==> src/rtl/transmission8_sched_if.sv <==
// ---------------------------------------------------------------------------
// transmission8_sched_if
// Groups the request/grant signals shared by the eight sources and the
// round-robin scheduler that drives the transmission8 selector.
//   iReq   [7:0] : per-channel request, bit i requests channel i
//   iEn          : global enable for new grants and current tenure
//   A, B, C      : selector index to transmission8 (A = MSB)
//   oGrant [7:0] : one-hot grant, zero when nobody owns the path
//   oBusy        : high while a tenure is active
//   oCount [3:0] : cycles elapsed in the current tenure, 0 outside it
// master = request side (sources), slave = scheduler side.
// ---------------------------------------------------------------------------
interface transmission8_sched_if;
  logic [7:0] iReq;
  logic       iEn;
  logic       A;
  logic       B;
  logic       C;
  logic [7:0] oGrant;
  logic       oBusy;
  logic [3:0] oCount;

  modport master (
    output iReq, iEn,
    input  A, B, C, oGrant, oBusy, oCount
  );

  modport slave (
    input  iReq, iEn,
    output A, B, C, oGrant, oBusy, oCount
  );
endinterface

==> src/rtl/transmission8_sched.sv <==
// ---------------------------------------------------------------------------
// transmission8_sched
// Round-robin scheduler sharing the 8-channel transmission8 selector between
// eight sources. One owner at a time, tenure bounded by HOLD_MAX cycles, and
// a mandatory one-cycle gap between tenures so the selector never switches
// while a source still believes it owns the path.
// Ports:
//   clk  : rising-edge clock
//   rst  : asynchronous active-high reset
//   bus  : transmission8_sched_if.slave (iReq, iEn in; A/B/C, oGrant,
//          oBusy, oCount out -- all outputs registered)
// Parameter:
//   HOLD_MAX : maximum tenure in cycles, 1..15
// ---------------------------------------------------------------------------
module transmission8_sched #(
  parameter int HOLD_MAX = 4
) (
  input  logic                  clk,
  input  logic                  rst,
  transmission8_sched_if.slave  bus
);

  typedef enum logic [1:0] {
    IDLE  = 2'd0,
    GRANT = 2'd1,
    GAP   = 2'd2
  } state_t;

  localparam logic [3:0] HOLD_LIM = 4'(HOLD_MAX);

  state_t     state_q, state_d;
  logic [7:0] grant_q, grant_d;
  logic [2:0] sel_q,   sel_d;
  logic       busy_q,  busy_d;
  logic [3:0] count_q, count_d;
  logic [2:0] last_q,  last_d;

  // Round-robin search starting at last_q+1; the offset of 8 wraps back to
  // last_q itself, so a sole requester can be regranted.
  logic [2:0] winner;
  logic       found;
  logic [2:0] idx;

  always_comb begin
    winner = last_q;
    found  = 1'b0;
    idx    = 3'd0;
    for (int k = 1; k <= 8; k++) begin
      idx = last_q + 3'(k);
      if (!found && bus.iReq[idx]) begin
        winner = idx;
        found  = 1'b1;
      end
    end
  end

  wire start_ok = bus.iEn && (bus.iReq != 8'h00);

  always_comb begin
    state_d = state_q;
    grant_d = grant_q;
    sel_d   = sel_q;
    busy_d  = busy_q;
    count_d = count_q;
    last_d  = last_q;

    case (state_q)
      IDLE, GAP: begin
        // Both states behave alike at the edge: grant if possible, otherwise
        // settle in IDLE with the select lines left where they were.
        grant_d = 8'h00;
        busy_d  = 1'b0;
        count_d = 4'd0;
        state_d = IDLE;
        if (start_ok) begin
          state_d = GRANT;
          grant_d = 8'h01 << winner;
          sel_d   = winner;
          busy_d  = 1'b1;
          count_d = 4'd1;
          last_d  = winner;
        end
      end

      GRANT: begin
        // Other requesters never pre-empt; only the owner, iEn or the
        // tenure limit can end the grant.
        if (!bus.iReq[sel_q] || !bus.iEn || (count_q >= HOLD_LIM)) begin
          state_d = GAP;
          grant_d = 8'h00;
          busy_d  = 1'b0;
          count_d = 4'd0;
        end else begin
          count_d = count_q + 4'd1;
        end
      end

      default: begin
        // Illegal encoding: recover exactly as from reset.
        state_d = IDLE;
        grant_d = 8'h00;
        sel_d   = 3'd0;
        busy_d  = 1'b0;
        count_d = 4'd0;
        last_d  = 3'd7;
      end
    endcase
  end

  always_ff @(posedge clk or posedge rst) begin
    if (rst) begin
      state_q <= IDLE;
      grant_q <= 8'h00;
      sel_q   <= 3'd0;
      busy_q  <= 1'b0;
      count_q <= 4'd0;
      last_q  <= 3'd7;   // channel 0 has first priority after reset
    end else begin
      state_q <= state_d;
      grant_q <= grant_d;
      sel_q   <= sel_d;
      busy_q  <= busy_d;
      count_q <= count_d;
      last_q  <= last_d;
    end
  end

  assign bus.oGrant = grant_q;
  assign bus.A      = sel_q[2];
  assign bus.B      = sel_q[1];
  assign bus.C      = sel_q[0];
  assign bus.oBusy  = busy_q;
  assign bus.oCount = count_q;

endmodule
==> src/flat_wrapper.sv <==
// flat-port wrapper written by rule: the top's interface ports become plain ports
module transmission8_sched_flat 
#(
  parameter int HOLD_MAX = 4
)
  (clk, rst, bus_iReq, bus_iEn, bus_A, bus_B, bus_C, bus_oGrant, bus_oBusy, bus_oCount);
  transmission8_sched_if bus_i ();
  input  logic clk;
  input  logic rst;
  input wire logic [$bits(bus_i.iReq)-1:0] bus_iReq;
  input wire logic [$bits(bus_i.iEn)-1:0] bus_iEn;
  output wire logic [$bits(bus_i.A)-1:0] bus_A;
  output wire logic [$bits(bus_i.B)-1:0] bus_B;
  output wire logic [$bits(bus_i.C)-1:0] bus_C;
  output wire logic [$bits(bus_i.oGrant)-1:0] bus_oGrant;
  output wire logic [$bits(bus_i.oBusy)-1:0] bus_oBusy;
  output wire logic [$bits(bus_i.oCount)-1:0] bus_oCount;
  assign bus_i.iReq = bus_iReq;
  assign bus_i.iEn = bus_iEn;
  assign bus_A = bus_i.A;
  assign bus_B = bus_i.B;
  assign bus_C = bus_i.C;
  assign bus_oGrant = bus_i.oGrant;
  assign bus_oBusy = bus_i.oBusy;
  assign bus_oCount = bus_i.oCount;
  transmission8_sched #(.HOLD_MAX(HOLD_MAX)) u_core (.clk(clk), .rst(rst), .bus(bus_i));
endmodule
==> config.mk <==
export PLATFORM = sky130hd
export DESIGN_NAME = transmission8_sched_flat
export DESIGN_NICKNAME = d
export VERILOG_FILES = /design/src/rtl/transmission8_sched_if.sv /design/src/rtl/transmission8_sched.sv /design/src/flat_wrapper.sv
export SDC_FILE = /design/constraint.sdc
export NUM_CORES = 1
export LEC_CHECK = 0
export CAP_MARGIN = 20
export CORE_MARGIN = 1
export CORE_UTILIZATION = 42
export CTS_CLUSTER_SIZE = 16
export DETAILED_ROUTE_END_ITERATION = 8
export GPL_ROUTABILITY_DRIVEN = 0
export PLACE_DENSITY = 0.66
export RECOVER_POWER = 100
export SLEW_MARGIN = 20
export SYNTH_ARGS = -nofsm -noshare
export SYNTH_HDL_FRONTEND = slang
export SYNTH_SLANG_ARGS = --single-unit
export TNS_END_PERCENT = 20
==> constraint.sdc <==
create_clock -name clk -period 4.01 [get_ports clk]
set_input_delay 0.802 -clock clk [delete_from_list [all_inputs] [get_ports clk]]
set_output_delay 0.802 -clock clk [all_outputs]
set_load 0.01 [all_outputs]
==> results.md <==
- The run finished with clean final reports.
- The cell count after placement is 245.
- For this run, asynchronously set or reset flops after synthesis account for 100.0%.
- The deepest clock path buffer count is 2.
- Counting every net in the synthesized netlist gives 190.
- The library cell with the largest summed area after synthesis is sky130_fd_sc_hd__dfrtp_1.
- The die outline height is 67.57 um.
- The power per cell area is 892.1 mW/mm^2.
- Across every metal layer, demand over resource in global routing totals 20.79%.
- The path type of the worst setup path is reg -> reg.
- The first TritonRoute pass finished after 4 iterations.
- The net total in the final layout is 214.
- In this run the cell area of the synthesized design comes to 0.001805 mm^2.
- Sequential cells account for 20.9% of the total power.
- The depth of the CTS H-tree is 1.
- The wire-length estimate of the detail-placed layout is 3.267 mm.
- On the critical path the largest part of the delay comes from compound AO/OA/AOI/OAI gates.
- The largest individual stage delay along the critical path comes from the cell sky130_fd_sc_hd__dfstp_2.
- The root cell of the clock tree is sky130_fd_sc_hd__clkbuf_8.
- The normalized max-slew margin is 47.78%.
- The slew at the pin closest to its max-slew limit is 782.4 ps.
- Of all nets on the critical path, the largest fanout is 18.
- Wires add up to 4.393 mm.
- The final worst clock skew is 0.8897 ps.
- The TritonCTS buffer count is 3.
- The floorplan row count is 23.
- The finished layout holds 249 standard cells, fillers aside.
- The average instance in the mapped netlist occupies 10.26 um^2.
- During I/O placement, the number of pins put on the boundary was 27.
- The area of the core region is 0.004058 mm^2.
- The worst hold path startpoint is u_core.bus.oGrant[7].
- The delay of the slowest cell on the worst path is 800 ps.
- The clock net in this run drives a total of 21 sinks.
- STA puts the critical path data arrival time at 3840 ps.
- Setup violations remaining at the end of the flow were counted as 0.
- The number of max-slew violations in the final report is 0.
- For this configuration, the core starts out at a cell density of 44.50%.
- The via-per-instance ratio is 6.277.
- The most used flip-flop cell after synthesis is sky130_fd_sc_hd__dfrtp_1.
- Walking the worst path, the cells encountered are clkinv_1, ha_2, mux2_1, mux2i_1, a221oi_2, and3_2, o31ai_1, a31oi_1, clkbuf_1, a32o_1.
- STA puts the critical path data required time at 4160 ps.
- After synthesis, the cell types taking the most area are sky130_fd_sc_hd__dfrtp_1 (25%), sky130_fd_sc_hd__mux4_2 (17%), sky130_fd_sc_hd__mux2i_1 (5.0%), sky130_fd_sc_hd__mux2_2 (5.0%), sky130_fd_sc_hd__dfstp_2 (4.4%).
- The final-report hold violation count is 0.
- Clock-pin slew was measured on the worst setup and hold paths at 70 ps.
- For this run, the top clock speed supported by timing is 270.5 MHz.
- The worst flop-to-flop path startpoint is u_core.last_q[0].
- The overall power after layout is 1.918 mW.
- The insertion delay of the later-clocked pin in the worst-skew pair is 250 ps.
- The total number of yosys warnings is 0.
- The number of global-route vias before repair came to 1,464.
- The number of different library cells used by synthesis comes to 50.
- The worst path uses 92.21% of the clock period.
- STA classifies the critical path startpoint as a register.
- The total leakage power is 0.9048 nW.
- The reported net switching power is 0.9208 mW.
- The clock tree from TritonCTS is done.
- The final antenna-violating net count is 0.
- The area share of the leading cell type in the synthesized netlist is 24.95%.
- Internal power comes to 0.9967 mW.
- The die footprint is 0.004565 mm^2.
- Summing the sequential cell areas from Yosys gives 29.31% of the chip area.
- The pin count of the biggest net entering global routing is 22.
- The combinational share of power is 72.0%.
- After detailed routing, the average wire length per cell comes to 17.64 um.
- The smallest clock period supported by the final layout is computed as 3697 ps.
- The number of buffers added on ports is 26.
- The number of antenna violations at the first check in global routing is 0.
- The x dimension of the die is 67.57 um.
- The library cells used most frequently in the layout, excluding fill and tap cells, are sky130_fd_sc_hd__dlygate4sd3_1 (18), sky130_fd_sc_hd__dfrtp_1 (18), sky130_fd_sc_hd__nand2_1 (17).
- In this run the register-to-register setup slack is 310 ps.
- The fraction of power spent switching nets is 48.02%.
- Summing over every cut layer, the via total after detailed routing is 1,563.
- For the final routed database, the setup TNS stands at 0 ps.
- The largest vdd supply drop is 455.7 uV.
- Setup repair after global routing left no endpoint under its margin.
- The first-iteration detailed-routing DRC count is 127.
- The total overflow reported by the global router is 0.
- The area overhead of the layout relative to synthesis is 19.06%.
- The worst setup path is captured at a register.
- The count of flip-flops with a built-in enable after synthesis is 0.
- The startpoint of the most critical setup path is u_core.last_q[0].
- 0 antenna diodes ended up in the layout.
- The post-detailed-route DRC marker count is 0.
- The clock power share is 7.0%.
- Counting flops and latches in the post-synthesis netlist gives 21.
- Synthesis produced 176 cells.
- The number of max-cap violations is 0.
- The number of buffers and inverters on the critical path is 2.
- The post-route netlist has 18.59% of its cells at a drive strength greater than 1.
- The first global-routing pass estimated 7.141 mm of wire.
- The tightest min-delay check is of the reg -> reg type.
-- power groups by stage --
stage	registers, mW	logic, mW	clock network [mW]
after floorplan	0.362	1.05	0
after global placement	0.403	1.36	0
after detailed placement	0.406	1.39	0
after CTS	0.403	1.40	0.139
after global routing	0.416	1.50	0.151
final	0.401	1.38	0.135
-- logic make-up after synthesis --
| family | Yosys count | share of synthesized area, % |
|---|---|---|
| xor gates and xnor gates | 3 | 2.495 |
| muxes | 32 | 28.27 |
| buffers and inverters | 18 | 4.296 |
| other | 1 | 0.2077 |
| AOI/OAI and AO/OA | 46 | 18.85 |
| DFF | 21 | 29.31 |
| adders and majority gates | 3 | 2.079 |
| and+or+nand+nor | 52 | 14.48 |
-- repair_timing --
item | in CTS | in global routing
hold endpoints to repair | 0 | 0
hold buffers | 0 | 0
setup endpoints to repair | 0 | 2
resized for setup | 0 | 2
buffers inserted | 0 | 0
-- synthesized netlist by cell type (3+ instances only) --
cell type                  instances
sky130_fd_sc_hd__mux4_2           14
sky130_fd_sc_hd__nor4_1            3
sky130_fd_sc_hd__clkbuf_1          3
sky130_fd_sc_hd__o21ai_0           7
sky130_fd_sc_hd__mux2_2            8
sky130_fd_sc_hd__buf_2             5
sky130_fd_sc_hd__a21oi_1           5
sky130_fd_sc_hd__nor3_1            4
sky130_fd_sc_hd__o31ai_1           7
sky130_fd_sc_hd__ha_1              3
sky130_fd_sc_hd__a32o_1            4
sky130_fd_sc_hd__a31oi_1           4
sky130_fd_sc_hd__and2_1            3
sky130_fd_sc_hd__dfstp_2           3
sky130_fd_sc_hd__mux2i_1           9
sky130_fd_sc_hd__nor2_1           11
sky130_fd_sc_hd__inv_1             8
sky130_fd_sc_hd__dfrtp_1          18
sky130_fd_sc_hd__nand2_1          17
sky130_fd_sc_hd__a22oi_1           3
-- stage by stage --
stage                     worst slack, ps  util [%]  cell area [um^2]  hold slack, ps
after floorplan                     586.3         -              1805           513.2
after global placement              412.6     51.74              2100           460.5
after detailed placement            286.3     51.74              2100           465.9
after CTS                           288.8     52.85              2145           482.8
after global routing                95.15     52.98              2150           510.0
final                               312.5     52.98              2150           473.9
-- final cells by class --
| cell class | count | area, um^2 |
|---|---|---|
| Fill cell | 342 | 1908 |
| Multi-Input combinational cell | 137 | 1207 |
| Timing Repair Buffer | 28 | 271.5 |
| Sequential cell | 21 | 529.3 |
| Inverter | 9 | 33.78 |
| Tap cell | 50 | 62.56 |
| Clock buffer | 4 | 45.04 |
-- state kept, by name, summed over array words and instances, names as in the netlist --
signal             count
u_core.bus.oGrant      8
u_core.bus.oCount      4
u_core.last_q          3
u_core.sel_q           3
u_core.state_q         2
u_core.bus.oBusy       1
-- routing by layer --
layer,vias up,wire [um],GRT usage [%]
met5,-,0,0
met4,0,16,2.926
met3,4,234,3.041
met2,61,2212,34.28
met1,765,1930,29.29
li1,733,-,-
-- path summary, 6_finish.rpt --
path / end / cells after the start
min in group asynchronous: u_core.bus.oGrant[0] / 2
max in group asynchronous: u_core.sel_q[2] / 2
worst max register to register: u_core.bus.oGrant[4] / 10
worst min-delay path: u_core.bus.oGrant[7] / 2
worst max-delay path: u_core.bus.oGrant[4] / 10
worst min register to register: u_core.bus.oGrant[7] / 2
-- worst min-delay path, cell delays in order (launching register included) --
cell and delay [ps]:
sky130_fd_sc_hd__dfrtp_1 340, sky130_fd_sc_hd__nand2_1 50, sky130_fd_sc_hd__o31ai_1 50
Power figures use the tool's default switching activity.
